### src/rtl/rgb_frame_capture_if.sv
// Purpose: bundles the pixel-in stream, the capture control and the frame-buffer
//          write port of rgb_frame_capture into one interface.
// Ports:   slave = capture block side (pixels/start in, write port/status out);
//          master = the side driving pixels and observing the write port.
interface rgb_frame_capture_if #(
   parameter int ADDR_W = 19
);
   logic [7:0]        red_i;
   logic [7:0]        green_i;
   logic [7:0]        blue_i;
   logic              done_i;
   logic              start_i;
   logic              wr_en_o;
   logic [ADDR_W-1:0] wr_addr_o;
   logic [23:0]       wr_data_o;
   logic              busy_o;
   logic              frame_done_o;
   logic              ovf_o;
   logic [15:0]       col_o;
   logic [15:0]       row_o;
   logic [15:0]       checksum_o;

   modport slave (
      input  red_i, green_i, blue_i, done_i, start_i,
      output wr_en_o, wr_addr_o, wr_data_o, busy_o, frame_done_o,
             ovf_o, col_o, row_o, checksum_o
   );

   modport master (
      output red_i, green_i, blue_i, done_i, start_i,
      input  wr_en_o, wr_addr_o, wr_data_o, busy_o, frame_done_o,
             ovf_o, col_o, row_o, checksum_o
   );
endinterface

### src/rtl/rgb_frame_capture.sv
// Purpose: captures exactly one raster frame of RGB pixels into an external frame
//          buffer after a start pulse, then pulses frame_done_o; 1-cycle write latency.
// Ports:   sys_clk_i / sys_rst_i (async, active-low) plus px_if (slave modport):
//          pixel stream + start in, write port + busy/done/ovf/col/row/checksum out.
//          No backpressure: pixels outside a capture are dropped and flagged on ovf_o.
//          Optional running checksum enabled by defining CAPTURE_CHECKSUM_EN.
module rgb_frame_capture #(
   parameter int IMG_W  = 640,
   parameter int IMG_H  = 480,
   parameter int ADDR_W = 19
) (
   input  logic                 sys_clk_i,
   input  logic                 sys_rst_i,
   rgb_frame_capture_if.slave   px_if
);

   typedef enum logic [1:0] {
      S_IDLE    = 2'd0,
      S_CAPTURE = 2'd1,
      S_DONE    = 2'd2
   } state_t;

   localparam logic [15:0] COL_LAST = 16'(IMG_W - 1);
   localparam logic [15:0] ROW_LAST = 16'(IMG_H - 1);

   state_t            r_state;
   state_t            w_next;

   logic [15:0]       r_col;
   logic [15:0]       r_row;
   logic [ADDR_W-1:0] r_addr;

   logic              r_wr_en;
   logic [ADDR_W-1:0] r_wr_addr;
   logic [23:0]       r_wr_data;
   logic [15:0]       r_col_out;
   logic [15:0]       r_row_out;
   logic              r_ovf;

   logic              w_accept;
   logic              w_last;
   logic              w_start;
   logic              w_drop;
   logic              w_busy;
   logic              w_frame_done;

   assign w_accept = (r_state == S_CAPTURE) && px_if.done_i;
   assign w_last   = w_accept && (r_col == COL_LAST) && (r_row == ROW_LAST);
   assign w_start  = (r_state == S_IDLE) && px_if.start_i;
   // Any pixel arriving outside CAPTURE is lost, including one coincident with start.
   assign w_drop   = px_if.done_i && (r_state != S_CAPTURE);

   // FSM: state register
   always_ff @(posedge sys_clk_i or negedge sys_rst_i) begin
      if (!sys_rst_i) r_state <= S_IDLE;
      else            r_state <= w_next;
   end

   // FSM: next state
   always_comb begin
      w_next = r_state;
      case (r_state)
         S_IDLE:    if (px_if.start_i) w_next = S_CAPTURE;
         S_CAPTURE: if (w_last)        w_next = S_DONE;
         S_DONE:                       w_next = S_IDLE;
         default:                      w_next = S_IDLE;
      endcase
   end

   // FSM: outputs
   always_comb begin
      w_busy       = 1'b0;
      w_frame_done = 1'b0;
      case (r_state)
         S_CAPTURE: w_busy       = 1'b1;
         S_DONE:    w_frame_done = 1'b1;
         default:   ;
      endcase
   end

   // Raster position and linear address advance together; no multiply needed.
   always_ff @(posedge sys_clk_i or negedge sys_rst_i) begin
      if (!sys_rst_i) begin
         r_col  <= '0;
         r_row  <= '0;
         r_addr <= '0;
      end else if (w_start) begin
         r_col  <= '0;
         r_row  <= '0;
         r_addr <= '0;
      end else if (w_accept) begin
         r_addr <= r_addr + ADDR_W'(1);
         if (r_col == COL_LAST) begin
            r_col <= '0;
            r_row <= (r_row == ROW_LAST) ? 16'd0 : r_row + 16'd1;
         end else begin
            r_col <= r_col + 16'd1;
         end
      end
   end

   // Registered write port; address/data/position hold between writes.
   always_ff @(posedge sys_clk_i or negedge sys_rst_i) begin
      if (!sys_rst_i) begin
         r_wr_en   <= 1'b0;
         r_wr_addr <= '0;
         r_wr_data <= '0;
         r_col_out <= '0;
         r_row_out <= '0;
      end else begin
         r_wr_en <= w_accept;
         if (w_accept) begin
            r_wr_addr <= r_addr;
            r_wr_data <= {px_if.red_i, px_if.green_i, px_if.blue_i};
            r_col_out <= r_col;
            r_row_out <= r_row;
         end
      end
   end

   // Sticky overflow: a dropped pixel wins over the clear from an accepted start.
   always_ff @(posedge sys_clk_i or negedge sys_rst_i) begin
      if (!sys_rst_i)   r_ovf <= 1'b0;
      else if (w_drop)  r_ovf <= 1'b1;
      else if (w_start) r_ovf <= 1'b0;
   end

`ifdef CAPTURE_CHECKSUM_EN
   logic [15:0] r_checksum;

   always_ff @(posedge sys_clk_i or negedge sys_rst_i) begin
      if (!sys_rst_i)
         r_checksum <= '0;
      else if (w_start)
         r_checksum <= '0;
      else if (w_accept)
         r_checksum <= r_checksum + 16'(px_if.red_i) + 16'(px_if.green_i)
                                  + 16'(px_if.blue_i);
   end

   assign px_if.checksum_o = r_checksum;
`else
   assign px_if.checksum_o = 16'd0;
`endif

   assign px_if.wr_en_o      = r_wr_en;
   assign px_if.wr_addr_o    = r_wr_addr;
   assign px_if.wr_data_o    = r_wr_data;
   assign px_if.busy_o       = w_busy;
   assign px_if.frame_done_o = w_frame_done;
   assign px_if.ovf_o        = r_ovf;
   assign px_if.col_o        = r_col_out;
   assign px_if.row_o        = r_row_out;

endmodule

### src/flat_wrapper.sv
// flat-port wrapper written by rule: the top's interface ports become plain ports
module rgb_frame_capture_flat 
#(
   parameter int IMG_W  = 640,
   parameter int IMG_H  = 480,
   parameter int ADDR_W = 19
)
  (sys_clk_i, sys_rst_i, px_if_red_i, px_if_green_i, px_if_blue_i, px_if_done_i, px_if_start_i, px_if_wr_en_o, px_if_wr_addr_o, px_if_wr_data_o, px_if_busy_o, px_if_frame_done_o, px_if_ovf_o, px_if_col_o, px_if_row_o, px_if_checksum_o);
  rgb_frame_capture_if #(.ADDR_W(ADDR_W)) px_if_i ();
  input  logic sys_clk_i;
  input  logic sys_rst_i;
  input wire logic [$bits(px_if_i.red_i)-1:0] px_if_red_i;
  input wire logic [$bits(px_if_i.green_i)-1:0] px_if_green_i;
  input wire logic [$bits(px_if_i.blue_i)-1:0] px_if_blue_i;
  input wire logic [$bits(px_if_i.done_i)-1:0] px_if_done_i;
  input wire logic [$bits(px_if_i.start_i)-1:0] px_if_start_i;
  output wire logic [$bits(px_if_i.wr_en_o)-1:0] px_if_wr_en_o;
  output wire logic [$bits(px_if_i.wr_addr_o)-1:0] px_if_wr_addr_o;
  output wire logic [$bits(px_if_i.wr_data_o)-1:0] px_if_wr_data_o;
  output wire logic [$bits(px_if_i.busy_o)-1:0] px_if_busy_o;
  output wire logic [$bits(px_if_i.frame_done_o)-1:0] px_if_frame_done_o;
  output wire logic [$bits(px_if_i.ovf_o)-1:0] px_if_ovf_o;
  output wire logic [$bits(px_if_i.col_o)-1:0] px_if_col_o;
  output wire logic [$bits(px_if_i.row_o)-1:0] px_if_row_o;
  output wire logic [$bits(px_if_i.checksum_o)-1:0] px_if_checksum_o;
  assign px_if_i.red_i = px_if_red_i;
  assign px_if_i.green_i = px_if_green_i;
  assign px_if_i.blue_i = px_if_blue_i;
  assign px_if_i.done_i = px_if_done_i;
  assign px_if_i.start_i = px_if_start_i;
  assign px_if_wr_en_o = px_if_i.wr_en_o;
  assign px_if_wr_addr_o = px_if_i.wr_addr_o;
  assign px_if_wr_data_o = px_if_i.wr_data_o;
  assign px_if_busy_o = px_if_i.busy_o;
  assign px_if_frame_done_o = px_if_i.frame_done_o;
  assign px_if_ovf_o = px_if_i.ovf_o;
  assign px_if_col_o = px_if_i.col_o;
  assign px_if_row_o = px_if_i.row_o;
  assign px_if_checksum_o = px_if_i.checksum_o;
  rgb_frame_capture #(.IMG_W(IMG_W), .IMG_H(IMG_H), .ADDR_W(ADDR_W)) u_core (.sys_clk_i(sys_clk_i), .sys_rst_i(sys_rst_i), .px_if(px_if_i));
endmodule
### config.mk
export PLATFORM = sky130hd
export DESIGN_NAME = rgb_frame_capture_flat
export DESIGN_NICKNAME = d
export VERILOG_FILES = /design/src/rtl/rgb_frame_capture_if.sv /design/src/rtl/rgb_frame_capture.sv /design/src/flat_wrapper.sv
export SDC_FILE = /design/constraint.sdc
export NUM_CORES = 1
export LEC_CHECK = 0
export ABC_AREA = 1
export BUFFER_PORTS_ARGS = -buffer_cell sky130_fd_sc_hd__buf_2
export CORE_MARGIN = 2
export CORE_UTILIZATION = 59
export CTS_BUF_LIST = sky130_fd_sc_hd__clkbuf_16
export DETAILED_ROUTE_END_ITERATION = 6
export GPL_TIMING_DRIVEN = 0
export PLACE_DENSITY = 0.85
export SLEW_MARGIN = 10
export SYNTH_ARGS = -nofsm -noshare
export SYNTH_HDL_FRONTEND = slang
export SYNTH_SLANG_ARGS = --single-unit
### constraint.sdc
create_clock -name sys_clk_i -period 2.9 [get_ports sys_clk_i]
set_input_delay 0.58 -clock sys_clk_i [delete_from_list [all_inputs] [get_ports sys_clk_i]]
set_output_delay 0.58 -clock sys_clk_i [all_outputs]
set_load 0.005 [all_outputs]
# After elaboration in Yosys (flattened, before gate mapping)
# Index checks and enable logic that the tools add are counted.
[classes]
n_bitwise = 0
n_shift = 0
n_reduce_logical = 11
add_sub_neg = 3
order_cmp = 0
mul = 0
div = 0
n_mux = 16
n_eq_ne = 7
[op_table]
columns = ["operator", "count"]
rows = [
  ["16-bit two-way mux", 7],
  ["19-bit two-way mux", 2],
  ["16-bit by 1-bit adder with 16-bit output (second input constant)", 2],
  ["19-bit by 1-bit adder with 19-bit output (second input constant)", 1],
  ["16-bit by 10-bit == test with 1-bit output (second input constant)", 1],
  ["16-bit by 9-bit == test with 1-bit output (second input constant)", 1],
  ["2-bit nonzero test", 3],
  ["1-bit logical AND", 5],
  ["1-bit two-way mux", 4],
  ["2-bit two-way mux", 2],
  ["2-bit by 1-bit inequality test with 1-bit output (second input constant)", 2],
  ["2-bit one-hot mux with 2 select lines", 1],
  ["2-bit AND reduction", 2],
  ["2-bit by 1-bit == test with 1-bit output (second input constant)", 1],
  ["2-bit == test (second input constant)", 1],
  ["2-bit logical NOT", 1],
  ["2-bit inequality test (second input constant)", 1],
]
[totals]
latch_bits = 0
output_inout_bits = 95
word_cells = 47
mem_count = 0
ram_bits = 0
mem_bits_ro = 0
inputBits = 28
ff_bits = 130

# Longest topological paths before layout
[depth]
word_depth = 6
depth_mapped = 10
ltp_nobuf = 9

# Worst setup path after synthesis
# Ideal clock, no wire load.
[synth_path]
kind = "reg-to-reg"
from = "reg u_core.r_col[0]"
to = "reg u_core.r_row[14]"
path_buffers = 1
period_less_slack_ps = 1434
t_required_ps = 2782
path_stages_with_launch = 10
setup_ps = 118
slack_ps = 1466
arrival_time_ps = 1316
path_cell_list = "dfrtp_1 -> ha_1 -> nand3_2 -> nor2_2 -> nand3_2 -> nand2_4 -> inv_2 -> buf_6 -> nand2_1 -> nand2_1"
[synth_via]
elab_chain_len = 3
[synth_lines]
columns = ["item", "line_no", "text"]
rows = [
  ["from (decl)", "rgb_frame_capture.sv:29", "logic [15:0] r_col;"],
  ["from (signal assigned)", "rgb_frame_capture.sv:97", "r_col <= r_col + 16'd1;"],
  ["16-bit by 10-bit == test with 1-bit output", "rgb_frame_capture.sv:93", "if (r_col == COL_LAST) begin"],
  ["2-bit nonzero test (no source line)", "--", ""],
  ["2-bit AND reduction (no source line)", "--", ""],
  ["to (signal assigned)", "rgb_frame_capture.sv:95", "r_row <= (r_row == ROW_LAST) ? 16'd0 : r_row + 16'd1;"],
  ["to (decl)", "rgb_frame_capture.sv:30", "logic [15:0] r_row;"],
]
# No other way between the ends.
# A chain may end at the register's enable or synchronous reset.

# Worst setup path in the final report
[layout_path]
from = "reg u_core.r_state[1]"
to = "out px_if_frame_done_o"
[layout_via]
elab_chain_len = 2
[layout_lines]
columns = ["item", "line_no", "text"]
rows = [
  ["from (decl)", "rgb_frame_capture.sv:26", "state_t r_state;"],
  ["from (signal assigned)", "rgb_frame_capture.sv:56", "else r_state <= w_next;"],
  ["2-bit == test", "rgb_frame_capture.sv:74", "case (r_state)"],
  ["1-bit two-way mux", "rgb_frame_capture.sv:74", ""],
  ["to (decl)", "flat_wrapper.sv:21", "output wire logic [$bits(px_if_i.frame_done_o)-1:0] px_if_frame_done_o;"],
]
# No other way between the ends.

==> impl_metrics.yaml <==
run_status:
  status: "finished, final reports clean"
timing:
  setup-violations-final: 0
  slew_headroom: 0.655
  worst_slack_ns: 1.14
  max_freq_ghz: 0.568
  finalCritPeriodShare: 0.608
  hold_slack_ns: 0.0958
  fin_tns_setup_ns: 0
  slew_violations: 0
  tightest_slew_ns: 0.517
  rsz0062_at_grt: "false"
  fin_crit_ns: 1.76
  finalHoldViolations: 0
  skew_ns: 0.0105
cts:
  hold_buffers: 0
  cts_made_buffers: 17
  cts_tree: "built"
  cts_sinks: 130
  ctsResizeCount: 0
  clock_latency_ns: 0.42
  clock_path_buffers: 2
  path_clk_slew_ns: 0.06
  post-cts-setup-buffers: 0
  root_buffer: "clkbuf_16"
  htreeDepth: 4
layout:
  mostFrequentLayoutCells: "nand2_1 (298), dfrtp_1 (130), buf_2 (116)"
  layout-drive-gt1-share: 0.208
  final_common_cell: "nand2_1"
  fin_util: 0.743
  n_antenna_cell: 0
  nets: 950
  area_growth_pct: 22.8
setup_path:
  path_buf_inv: 2
  startpoint_type: "register"
  arrival_ns: 1.18
  cp_slowest_stage_delay_ns: 0.38
  startpoint: "u_core.r_state[1]"
  worstPathRequired_ns: 2.32
  path_class: "register to primary output"
  endpoint_kind: "primary output"
  endpoint: "px_if_frame_done_o"
  worstRegToRegCells: 9
  r2r-end: "u_core.r_row[7]"
  crit_cells: 3
  cpMaxStageDelayCell: "dfrtp_1"
  r2r_start: "u_core.r_col[0]"
  regToRegSetupSlack_ns: 1.18
  path_delay_family: "flip-flops"
  crit_fanout: 3
  crit_chain: "inv_1 > nor2_1 > buf_2"
global_routing:
  grt_util_all_layers: 0.267
  antenna_found_initial: 0
  grt_max_degree: 81
  overflow: 0
  grt_pass1_wl_mm: 23.8
  first_global_vias: 5119
floorplan:
  start_util: 0.605
  core_um2: 10200
  std_cell_rows: 37
  io_pins: 123
  fp.dieW_um: 106
  dieArea_um2: 11300
  die_h_um: 106
detailed_routing:
  detail-route-antenna-nets: 0
  vias_per_cell: 5.19
  routedWlPerCell_um: 13.6
  drcViolationCount: 0
  drtIter0Drc: 464
  num_vias: 5542
  firstDrtPassIters: 5
  totalWireLength_mm: 14.5
run:
  maxCapViolCount: 0
yosys:
  syn_inst: 778
  synth_seq_cells: 130
  synth_area_um2: 6190
  yosys.area.top_type_share: 0.526
  synth_cell_types: 30
  synth_top_area_cell: "dfrtp_1"
  ys_warn_count: 0
  syn_avg_cell_area_um2: 7.95
  seq_area_frac_synth: 0.526
  synth.area.top_cells: "dfrtp_1 (53%), nand2_1 (18%), nor2_1 (4.5%)"
power:
  totalPowerFinal_mw: 5.01
  p_leak_nw: 4.04
  powerDensity_nw_per_um2: 659
  vdd_drop_max_uv: 323
placement:
  place_congestion: 0.889
  post-place-ws_ns: 1.02
  dp_hpwl_mm: 10.1
  io_buffers: 106
min_path:
  hp-class: "primary input to asynchronous set/reset pin"
logic make-up (layout without fill, tap and decap cells):
kind of cell             Yosys count  count (layout)  synth area share
AND/OR/NAND/NOR                  457             457             0.310
flip-flops                       130             130             0.526
buffers and inverters            102             241            0.0823
AO/OA/AOI/OAI                     75              75            0.0613
XOR/XNOR                          10              10            0.0142
adder cells (fa/ha/maj)            3               3           0.00607
other                              1              16          0.000606
worst min path at each step:
stage                                    start                         end  slack (ns)  cells after the start
global placement    u_core.px_if.wr_data_o[21]  u_core.px_if.wr_data_o[21]        0.46                      2
CTS                                  sys_rst_i  u_core.px_if.wr_data_o[16]        0.11                      1
floorplan                            sys_rst_i       u_core.px_if.col_o[0]        0.28                      0
detailed placement   u_core.px_if.wr_data_o[5]   u_core.px_if.wr_data_o[5]        0.46                      2
finish                               sys_rst_i  u_core.px_if.wr_data_o[16]         0.1                      1
global route                         sys_rst_i  u_core.px_if.wr_data_o[16]        0.13                      1
worst reg2reg max path, cell delays in order, from the launching register on:
cell     delay, ns
dfrtp_1       0.43
ha_1          0.25
nand3_2       0.12
nor2_2        0.19
nand3_2       0.11
nand2_4       0.14
inv_2         0.11
buf_6         0.16
nand2_1       0.06
nand2_1       0.05
power breakdown:
group | leakage [nW] | total [mW] | internal [mW] | switching, mW
clock | 0.296 | 2.22 | 1.43 | 0.789
sequential | 1.73 | 2.15 | 2.01 | 0.140
combinational | 2.02 | 0.641 | 0.256 | 0.385
total | 4.04 | 5.01 | 3.70 | 1.31
routing by layer:
metal / GRT usage / part of all wire / up-vias
met2: 0.430 / 0.47 / 204
met4: 0.128 / 0.022 / 0
met5: 0 / 0 / -
met1: 0.345 / 0.44 / 2596
li1: - / - / 2712
met3: 0.0601 / 0.067 / 30
flip-flops by register name, indices dropped and copies added (netlist names):
signal / cells
u_core.r_state: 2
u_core.px_if.ovf_o: 1
u_core.r_row: 16
u_core.px_if.col_o: 16
u_core.r_col: 16
u_core.px_if.row_o: 16
u_core.px_if.wr_data_o: 24
u_core.px_if.wr_addr_o: 19
u_core.px_if.wr_en_o: 1
u_core.r_addr: 19
final cells by class:
cell class,instances,area (µm²)
flip-flops and latches,130,3250
fillers,779,2630
multi-input cells,561,2480
repair buffers,107,564
clock buffers,17,425
plain buffers,42,284
inverters,60,225
clock inverters,15,193
well taps,136,170
stage by stage:
stage / cells / cell area [µm²]
2_1_floorplan: 793 / 6240
3_3_place_gp: 1035 / 6950
3_5_place_dp: 1036 / 6980
4_1_cts: 1068 / 7600
5_1_grt: 1068 / 7600
6_report: 1068 / 7600
cells in the mapped netlist (all sizes together):
| library cell | instances |
|---|---|
| nor2 | 83 |
| clkinv | 1 |
| xor2 | 10 |
| nor3 | 4 |
| nand3 | 46 |
| or2 | 1 |
| clkbuf | 7 |
| nand2 | 304 |
| ha | 3 |
| o22ai | 1 |
| inv | 59 |
| nand3b | 1 |
| and2 | 1 |
| buf | 35 |
| o21ai | 61 |
| dfrtp | 130 |
| a21oi | 12 |
| o21a | 1 |
| nand4 | 17 |
| conb | 1 |
Note: power is estimated with default switching activity, not from simulation.
